File: src/rtl/ctrl_pkg.sv
// ctrl_pkg: shared constants for the decode stage.
//   - opcode encodings (5-bit opcode field)
//   - bit positions inside the 12-bit control word
//   - ALU op codes that select the multicycle mult/div unit
//   - FSM state type and encodings for the decode-stage sequencer
package ctrl_pkg;

   localparam logic [4:0] OP_RTYPE = 5'b00000;
   localparam logic [4:0] OP_J     = 5'b00001;
   localparam logic [4:0] OP_BNE   = 5'b00010;
   localparam logic [4:0] OP_JAL   = 5'b00011;
   localparam logic [4:0] OP_JR    = 5'b00100;
   localparam logic [4:0] OP_ADDI  = 5'b00101;
   localparam logic [4:0] OP_BLT   = 5'b00110;
   localparam logic [4:0] OP_SW    = 5'b00111;
   localparam logic [4:0] OP_LW    = 5'b01000;
   localparam logic [4:0] OP_SETX  = 5'b10101;
   localparam logic [4:0] OP_BEX   = 5'b10110;

   // Control word bit positions, bit 11 down to bit 0.
   localparam int unsigned CTRL_BRNE   = 11;
   localparam int unsigned CTRL_BRLT   = 10;
   localparam int unsigned CTRL_JP     = 9;
   localparam int unsigned CTRL_JAL    = 8;
   localparam int unsigned CTRL_JR     = 7;
   localparam int unsigned CTRL_BEX    = 6;
   localparam int unsigned CTRL_SETX   = 5;
   localparam int unsigned CTRL_ALUINB = 4;
   localparam int unsigned CTRL_DMWE   = 3;
   localparam int unsigned CTRL_RWE    = 2;
   localparam int unsigned CTRL_RDST   = 1;
   localparam int unsigned CTRL_RWD    = 0;

   localparam logic [4:0] ALU_MUL = 5'b00110;
   localparam logic [4:0] ALU_DIV = 5'b00111;

   typedef logic [0:0] state_t;
   localparam state_t ST_IDLE    = 1'b0;
   localparam state_t ST_MD_WAIT = 1'b1;

endpackage

File: src/rtl/ctrl_decode_comb.sv
// ctrl_decode_comb: purely combinational instruction decoder.
//   insn    in   INSN_W   instruction word
//   ctrl    out  CTRL_W   control word {BRNE..RWD}
//   aluop   out  5        ALU op (R-type only, else zero)
//   rd/rs/rt out REG_W    register specifiers following the opcode
//   imm     out  INSN_W   sign-extended low IMM_W bits
//   illegal out  1        opcode is undefined (ctrl forced to zero)
//   is_md   out  1        R-type mul/div needing the multicycle unit
module ctrl_decode_comb
   import ctrl_pkg::*;
#(
   parameter int unsigned INSN_W   = 32,
   parameter int unsigned OPCODE_W = 5,
   parameter int unsigned REG_W    = 5,
   parameter int unsigned IMM_W    = 17,
   parameter int unsigned CTRL_W   = 12
) (
   input  logic [INSN_W-1:0] insn,
   output logic [CTRL_W-1:0] ctrl,
   output logic [4:0]        aluop,
   output logic [REG_W-1:0]  rd,
   output logic [REG_W-1:0]  rs,
   output logic [REG_W-1:0]  rt,
   output logic [INSN_W-1:0] imm,
   output logic              illegal,
   output logic              is_md
);

   logic [OPCODE_W-1:0] opcode;
   logic                is_rtype;

   assign opcode   = insn[INSN_W-1 -: OPCODE_W];
   assign rd       = insn[INSN_W-OPCODE_W-1 -: REG_W];
   assign rs       = insn[INSN_W-OPCODE_W-REG_W-1 -: REG_W];
   assign rt       = insn[INSN_W-OPCODE_W-2*REG_W-1 -: REG_W];
   assign imm      = {{(INSN_W-IMM_W){insn[IMM_W-1]}}, insn[IMM_W-1:0]};
   assign is_rtype = (opcode == OP_RTYPE);
   assign aluop    = is_rtype ? insn[6:2] : 5'b00000;
   assign is_md    = is_rtype && ((insn[6:2] == ALU_MUL) || (insn[6:2] == ALU_DIV));

   always_comb begin
      ctrl    = '0;
      illegal = 1'b0;
      case (opcode)
         OP_RTYPE: ctrl[CTRL_RWE] = 1'b1;
         OP_ADDI: begin
            ctrl[CTRL_ALUINB] = 1'b1;
            ctrl[CTRL_RWE]    = 1'b1;
         end
         OP_SW: begin
            ctrl[CTRL_ALUINB] = 1'b1;
            ctrl[CTRL_DMWE]   = 1'b1;
            ctrl[CTRL_RDST]   = 1'b1;
         end
         OP_LW: begin
            ctrl[CTRL_ALUINB] = 1'b1;
            ctrl[CTRL_RWE]    = 1'b1;
            ctrl[CTRL_RWD]    = 1'b1;
         end
         OP_J: ctrl[CTRL_JP] = 1'b1;
         OP_JAL: begin
            ctrl[CTRL_JP]  = 1'b1;
            ctrl[CTRL_JAL] = 1'b1;
            ctrl[CTRL_RWE] = 1'b1;
         end
         OP_JR: begin
            ctrl[CTRL_JR]   = 1'b1;
            ctrl[CTRL_RDST] = 1'b1;
         end
         OP_BNE: begin
            ctrl[CTRL_BRNE] = 1'b1;
            ctrl[CTRL_RDST] = 1'b1;
         end
         OP_BLT: begin
            ctrl[CTRL_BRLT] = 1'b1;
            ctrl[CTRL_RDST] = 1'b1;
         end
         OP_SETX: begin
            ctrl[CTRL_SETX] = 1'b1;
            ctrl[CTRL_RWE]  = 1'b1;
         end
         OP_BEX: ctrl[CTRL_BEX] = 1'b1;
         default: illegal = 1'b1;
      endcase
   end

endmodule

File: src/rtl/ctrl_decode_stage.sv
// ctrl_decode_stage: registered, handshaked decode stage.
//   clock, reset            rising-edge clock, synchronous active-high reset
//   in_insn/in_valid/in_ready   fetch-side handshake
//   flush                   kills held/pending instruction, wins over all
//   out_ctrl/aluop/rd/rs/rt/imm/illegal  registered decode results
//   out_valid/out_ready     execute-side handshake
//   md_start/md_done        mult/div unit sequencing
// Build option: define DECODE_MULTDIV_EN to sequence mul/div through MD_WAIT;
// otherwise mul/div decode as ordinary single-cycle R-type and md_done is unused.
module ctrl_decode_stage
   import ctrl_pkg::*;
#(
   parameter int unsigned INSN_W   = 32,
   parameter int unsigned OPCODE_W = 5,
   parameter int unsigned REG_W    = 5,
   parameter int unsigned IMM_W    = 17,
   parameter int unsigned CTRL_W   = 12
) (
   input  logic              clock,
   input  logic              reset,
   input  logic [INSN_W-1:0] in_insn,
   input  logic              in_valid,
   output logic              in_ready,
   input  logic              flush,
   output logic [CTRL_W-1:0] out_ctrl,
   output logic [4:0]        out_aluop,
   output logic [REG_W-1:0]  out_rd,
   output logic [REG_W-1:0]  out_rs,
   output logic [REG_W-1:0]  out_rt,
   output logic [INSN_W-1:0] out_imm,
   output logic              out_valid,
   input  logic              out_ready,
   output logic              md_start,
   input  logic              md_done,
   output logic              illegal
);

   logic [CTRL_W-1:0] dec_ctrl;
   logic [4:0]        dec_aluop;
   logic [REG_W-1:0]  dec_rd, dec_rs, dec_rt;
   logic [INSN_W-1:0] dec_imm;
   logic              dec_illegal, dec_is_md;

   ctrl_decode_comb #(
      .INSN_W   (INSN_W),
      .OPCODE_W (OPCODE_W),
      .REG_W    (REG_W),
      .IMM_W    (IMM_W),
      .CTRL_W   (CTRL_W)
   ) u_decode (
      .insn    (in_insn),
      .ctrl    (dec_ctrl),
      .aluop   (dec_aluop),
      .rd      (dec_rd),
      .rs      (dec_rs),
      .rt      (dec_rt),
      .imm     (dec_imm),
      .illegal (dec_illegal),
      .is_md   (dec_is_md)
   );

   logic accept;     // instruction taken this cycle
   logic md_go;      // accepted instruction goes to the mult/div unit
   logic md_fire;    // waiting mult/div result arrives
   logic in_wait;    // sequencer is in MD_WAIT
   logic out_valid_next;

`ifdef DECODE_MULTDIV_EN
   state_t state, state_next;

   assign in_wait = (state == ST_MD_WAIT);
   assign md_go   = accept && dec_is_md;
   assign md_fire = in_wait && md_done;

   always_comb begin
      state_next = state;
      if (flush)        state_next = ST_IDLE;
      else if (md_go)   state_next = ST_MD_WAIT;
      else if (md_fire) state_next = ST_IDLE;
   end

   always_ff @(posedge clock) begin
      if (reset) state <= ST_IDLE;
      else       state <= state_next;
   end
`else
   logic unused_md;

   assign in_wait   = 1'b0;
   assign md_go     = 1'b0;
   assign md_fire   = 1'b0;
   assign unused_md = md_done ^ dec_is_md;
`endif

   assign in_ready = !flush && !in_wait && (!out_valid || out_ready);
   assign accept   = in_valid && in_ready;

   always_comb begin
      out_valid_next = out_valid;
      if (flush)          out_valid_next = 1'b0;
      else if (accept)    out_valid_next = !md_go;  // mul/div stays hidden until md_done
      else if (md_fire)   out_valid_next = 1'b1;
      else if (out_ready) out_valid_next = 1'b0;
   end

   // Fields load on every accept; a mul/div parks its fields here while out_valid is low.
   always_ff @(posedge clock) begin
      if (reset) begin
         out_valid <= 1'b0;
         md_start  <= 1'b0;
         illegal   <= 1'b0;
         out_ctrl  <= '0;
         out_aluop <= '0;
         out_rd    <= '0;
         out_rs    <= '0;
         out_rt    <= '0;
         out_imm   <= '0;
      end else begin
         out_valid <= out_valid_next;
         md_start  <= md_go;
         if (accept) begin
            illegal   <= dec_illegal;
            out_ctrl  <= dec_ctrl;
            out_aluop <= dec_aluop;
            out_rd    <= dec_rd;
            out_rs    <= dec_rs;
            out_rt    <= dec_rt;
            out_imm   <= dec_imm;
         end
      end
   end

endmodule

File: config.mk
export PLATFORM = sky130hd
export DESIGN_NAME = ctrl_decode_stage
export DESIGN_NICKNAME = d
export VERILOG_FILES = /design/src/rtl/ctrl_pkg.sv /design/src/rtl/ctrl_decode_comb.sv /design/src/rtl/ctrl_decode_stage.sv
export SDC_FILE = /design/constraint.sdc
export NUM_CORES = 1
export LEC_CHECK = 0
export CAP_MARGIN = 25
export CELL_PAD_IN_SITES_DETAIL_PLACEMENT = 2
export CELL_PAD_IN_SITES_GLOBAL_PLACEMENT = 2
export CORE_MARGIN = 3
export CORE_UTILIZATION = 26
export DETAILED_ROUTE_END_ITERATION = 7
export PLACE_DENSITY = 0.83
export SLEW_MARGIN = 0
export SYNTH_ARGS = -nofsm -noshare
export SYNTH_HDL_FRONTEND = slang
export SYNTH_HIERARCHICAL = 1
export SYNTH_SLANG_ARGS = --single-unit
File: constraint.sdc
create_clock -name clock -period 1.6 [get_ports clock]
set_clock_uncertainty 0.2 [all_clocks]
set_input_delay 0.24 -clock clock [delete_from_list [all_inputs] [get_ports clock]]
set_output_delay 0.24 -clock clock [all_outputs]
set_load 0.01 [all_outputs]
Word-level counts from Yosys, hierarchy flattened
Cells that the tools add are included.

storage, ports and cells
  register bits after elaboration = 51
  logic and storage cells = 47

cells by class
  equality and inequality tests = 10
  muxes and demuxes = 16
  reduce and logical (&&, ||, !) cells = 13

operators with widths
  cell                                                                    count
  5-bit by 3-bit equality test with 1-bit output (second input constant)  4
  1-bit 2-to-1 mux                                                        15
  11-bit OR reduction                                                     1
  5-bit by 2-bit equality test with 1-bit output (second input constant)  2
  5-bit equality test (second input constant)                             2
  5-bit by 1-bit equality test with 1-bit output (second input constant)  1
  5-bit by 4-bit equality test with 1-bit output (second input constant)  1
  5-bit zero test                                                         1
  5-bit 2-to-1 mux                                                        1
  5-bit OR reduction                                                      1
  2-bit OR reduction                                                      2
  4-bit OR reduction                                                      1
  3-bit OR reduction                                                      1
  1-bit logical AND                                                       2
  1-bit zero test                                                         2
  2-bit nonzero test                                                      1
  1-bit logical OR                                                        1

Logic depth before layout (Yosys ltp)
  depth after elaboration = 5
  gate-level depth with buffers = 6

Hierarchy
The synthesis kept the hierarchy.

modules (own cells, without submodules)
  module             cells each  times used  area each (µm²)
  ctrl_decode_stage  289         1           3014.1
  ctrl_decode_comb   86          1           670.6

Least setup slack after synthesis
Ideal clock, no wire load.

  kind = input -> register
  start point = input in_insn[30]
  end point = register out_aluop[0]
  cell stages on the path = 6
  arrival = 1.251 ns
  library setup time = 0.072 ns
  required time = 1.328 ns
  path slack = 0.077 ns
  path through = buf_6 -> or3_1 -> buf_6 -> nor4b_2 -> nand2b_1 -> mux2i_1

between the ends
  word-level cells in the longest chain between the ends = 2

ends and longest elaborated chain
  what                  RTL line                  RTL
  start, declared       ctrl_decode_stage.sv:21   input logic [INSN_W-1:0] in_insn,
  5-bit zero test       ctrl_decode_comb.sv:37    assign is_rtype = (opcode == OP_RTYPE);
  5-bit 2-to-1 mux      ctrl_decode_comb.sv:38    assign aluop = is_rtype ? insn[6:2] : 5'b00000;
  via dec_aluop[0]      ctrl_decode_stage.sv:39   logic [4:0] dec_aluop;
  end signal, assigned  ctrl_decode_stage.sv:124  out_aluop <= dec_aluop;
  end, declared         ctrl_decode_stage.sv:26   output logic [4:0] out_aluop,

The timed path passes the listed nets, and every way through them passes these cells.
A chain may end at the register's enable or synchronous reset.

Final worst setup path
  start point = register out_valid
  end point = register out_imm[2]

between the ends
  word-level cells in the longest chain between the ends = 4

ends and longest elaborated chain
  what                    RTL line                  RTL
  start, declared         ctrl_decode_stage.sv:31   output logic out_valid,
  start signal, assigned  ctrl_decode_stage.sv:119  out_valid <= out_valid_next;
  1-bit zero test         ctrl_decode_stage.sv:95   assign in_ready = !flush && !in_wait && (!out_valid || out_ready);
  1-bit logical OR        ctrl_decode_stage.sv:95
  1-bit logical AND       ctrl_decode_stage.sv:95
  1-bit logical AND       ctrl_decode_stage.sv:96   assign accept = in_valid && in_ready;
  end signal, assigned    ctrl_decode_stage.sv:128  out_imm <= dec_imm;
  end, declared           ctrl_decode_stage.sv:30   output logic [INSN_W-1:0] out_imm,

No other way between the ends.

==> impl_metrics.csv <==
group,metric,value,unit
route,vias,2635,
critical_path,crit_arrival,1.58,ns
route,initialDrtViolationCount,77,
power,internal_power,3660,uW
finish,final_nets,473,
route,met3_length,500,um
power,p_clk_share,49.9,%
global_routing,grt_max_degree,67,
route,wl_met2,4.97,mm
finish,fin_area,4860,um^2
run_status,status,"complete, no violations",
worst_hold_path,hold_class,"input pin to register",
finish,area_delta_synth_final,32.8,%
clock_tree,cts_made_buffers,9,
floorplanning,die_w,125,um
global_routing,grt_usage,12.8,%
clock_tree,cts_resized,78,
placed_design,dpl.hpwl,6.78,mm
power,seqPwrFrac,37.2,%
worst_hold_path,hold_end,"out_valid",
sta,hold_viol_final,0,
worst_hold_path,hold_path.startpoint,"out_ready",
critical_path,cp-start-kind,"register",
sta,fin_crit,1.53,ns
clock_tree,htreeDepth,3,
critical_path,path_max_fanout,6,
critical_path,crit_path_end_kind,"register",
finish,antenna_cells,0,
clock_tree,tritoncts,"yes",
global_routing,antenna_found_initial,0,
finish,fill_cells,1485,
route,wirelength,9.62,mm
yosys,synth_area,3660,um^2
clock_tree,ctsLongestPathBuffers,2,
power,combPwrFrac,12.9,%
route,ant_nets,0,
route,drc_errors,0,
placed_design,io_buffers,103,
floorplanning,pin_count,106,
power,switchingPower,1050,uW
route,wl_per_cell,15.6,um
power,swShare,22.3,%
placed_design,gp_congestion,0.777,
power,irDropWorstVdd,0.000423,V
critical_path,criticalPathCategory,"register to register",
yosys,synth.avg_cell_area,9.82,um^2
critical_path,required,1.65,ns
route,dr.max_layer_used,"met4",
power,power.leakage,0.00206,uW
run,cap_violations,0,
sta,rsz0062_at_grt,"true",
finish,finalNonFillerCells,616,
clock_tree,cts_setup_buffers,0,
floorplanning,die_y,125,um
critical_path,r2r-end,"out_imm[2]",
route,met1_length,3.92,mm
sta,drv_slew,0,
yosys,ys_warn_count,6,
clock_tree,clock-sinks,66,
floorplanning,start_util,27.1,%
finish,layout-drive-gt1-share,11.1,%
finish,utilization,36.0,%
sta,finalCritPeriodShare,95.6,%
clock_tree,hold_buffers,0,
clock_tree,cts-root-buf,"clkbuf_16",
worst_hold_path,whs_path_depth,4,
floorplanning,core_area,13500,um^2
clock_tree,clk_pin_slew,0.06,ns
floorplanning,rows,42,
global_routing,grt_first_pass_wirelength,15.9,mm
clock_tree,worstSkewPairLatency,0.33,ns
critical_path,r2r-start,"out_valid",
power,total_power,4710,uW
yosys,netlist_instances,373,
route,vias_per_cell,4.28,
route,dr.pass1.iters,4,
placed_design,placed_cells,600,
sta,setup_violations,0,
critical_path,regToRegSetupSlack,0.07,ns
floorplanning,die_area,15500,um^2
power,p_per_area,968,nW/um^2
critical_path,r2r_cells,5,
sta,clock.fmax,654,MHz
global_routing,overflow,0,
placed_design,placed_area,4590,um^2
global_routing,grt_pass1_vias,2993,
yosys,synth_nets,411,
-- power by group through the flow --
stage                     logic [uW]  registers (uW)  clock network [uW]
final                            608            1750                2350
after floorplan                  386            1810                   0
after global routing             662            1760                2500
after detailed placement         666            1790                   0
after global placement           645            1780                   0
after CTS                        621            1750                2420
-- placed cells by master (no fill, tap or decap), drive strengths merged --
cell type	n
nor3b	2
nand2	2
o21bai	1
dlygate4sd2	72
nor3	2
or4	1
a21boi	1
dfxtp	66
bufinv	3
nand4bb	1
buf	24
a21oi	1
o211ai	1
or3	1
or3b	1
nor2	9
clkbuf	12
and4b	1
nand2b	131
clkdlybuf4s50	29
or4bb	1
conb	1
inv	1
nor4b	6
nand3b	2
mux2i	65
nor2b	1
clkinvlp	1
or4b	1
-- worst max-delay path, stage by stage, from the launching register on --
cell and delay (ns):
dfxtp_2 0.32, nor2b_4 0.14, nor3b_4 0.20, buf_12 0.16
buf_4 0.17, mux2i_2 0.25
-- area by class of cell --
| cell class | instances | area (um^2) | area share (%) |
|---|---|---|---|
| Timing Repair Buffer | 125 | 1180 | 24.3 |
| Tap cell | 176 | 220 | 4.53 |
| Inverter | 1 | 3.75 | 0.0772 |
| Clock buffer | 12 | 256 | 5.28 |
| Clock inverter | 4 | 97.6 | 2.01 |
| Multi-Input combinational cell | 232 | 1780 | 36.6 |
| Sequential cell | 66 | 1320 | 27.2 |
-- state kept, by name, summed over array words and instances (netlist names) --
signal     count
out_imm       32
out_ctrl      12
out_aluop      5
out_rd         5
out_rs         5
out_rt         5
illegal        1
out_valid      1
-- worst max-delay path by stage --
stage | slack [ns] | from | depth (start not counted) | to
detailed placement | -0.46 | in_insn[31] | 6 | out_aluop[1]
global route | -0.003 | out_valid | 5 | out_rs[1]
finish | 0.07 | out_valid | 5 | out_imm[2]
floorplan | 0.08 | in_insn[30] | 6 | out_aluop[0]
CTS | 0.03 | out_valid | 5 | out_imm[2]
global placement | -0.38 | in_insn[31] | 6 | out_aluop[1]
-- through the flow --
stage	hold slack (ns)	TNS (ns)	worst slack [ns]
after floorplan	0.119	0	0.0812
after global placement	0.257	-15.58	-0.383
after detailed placement	0.263	-18.62	-0.460
after CTS	0.208	0	0.0251
after global routing	0.236	-0.00418	-0.00272
final	0.206	0	0.0711
-- metal layers --
layer	GRT usage (%)	vias to the layer above
li1	-	1282
met1	13.6	1273
met2	23.2	68
met3	4.07	12
met4	5.61	0
met5	0	-
(Power assumes the default switching activity.)
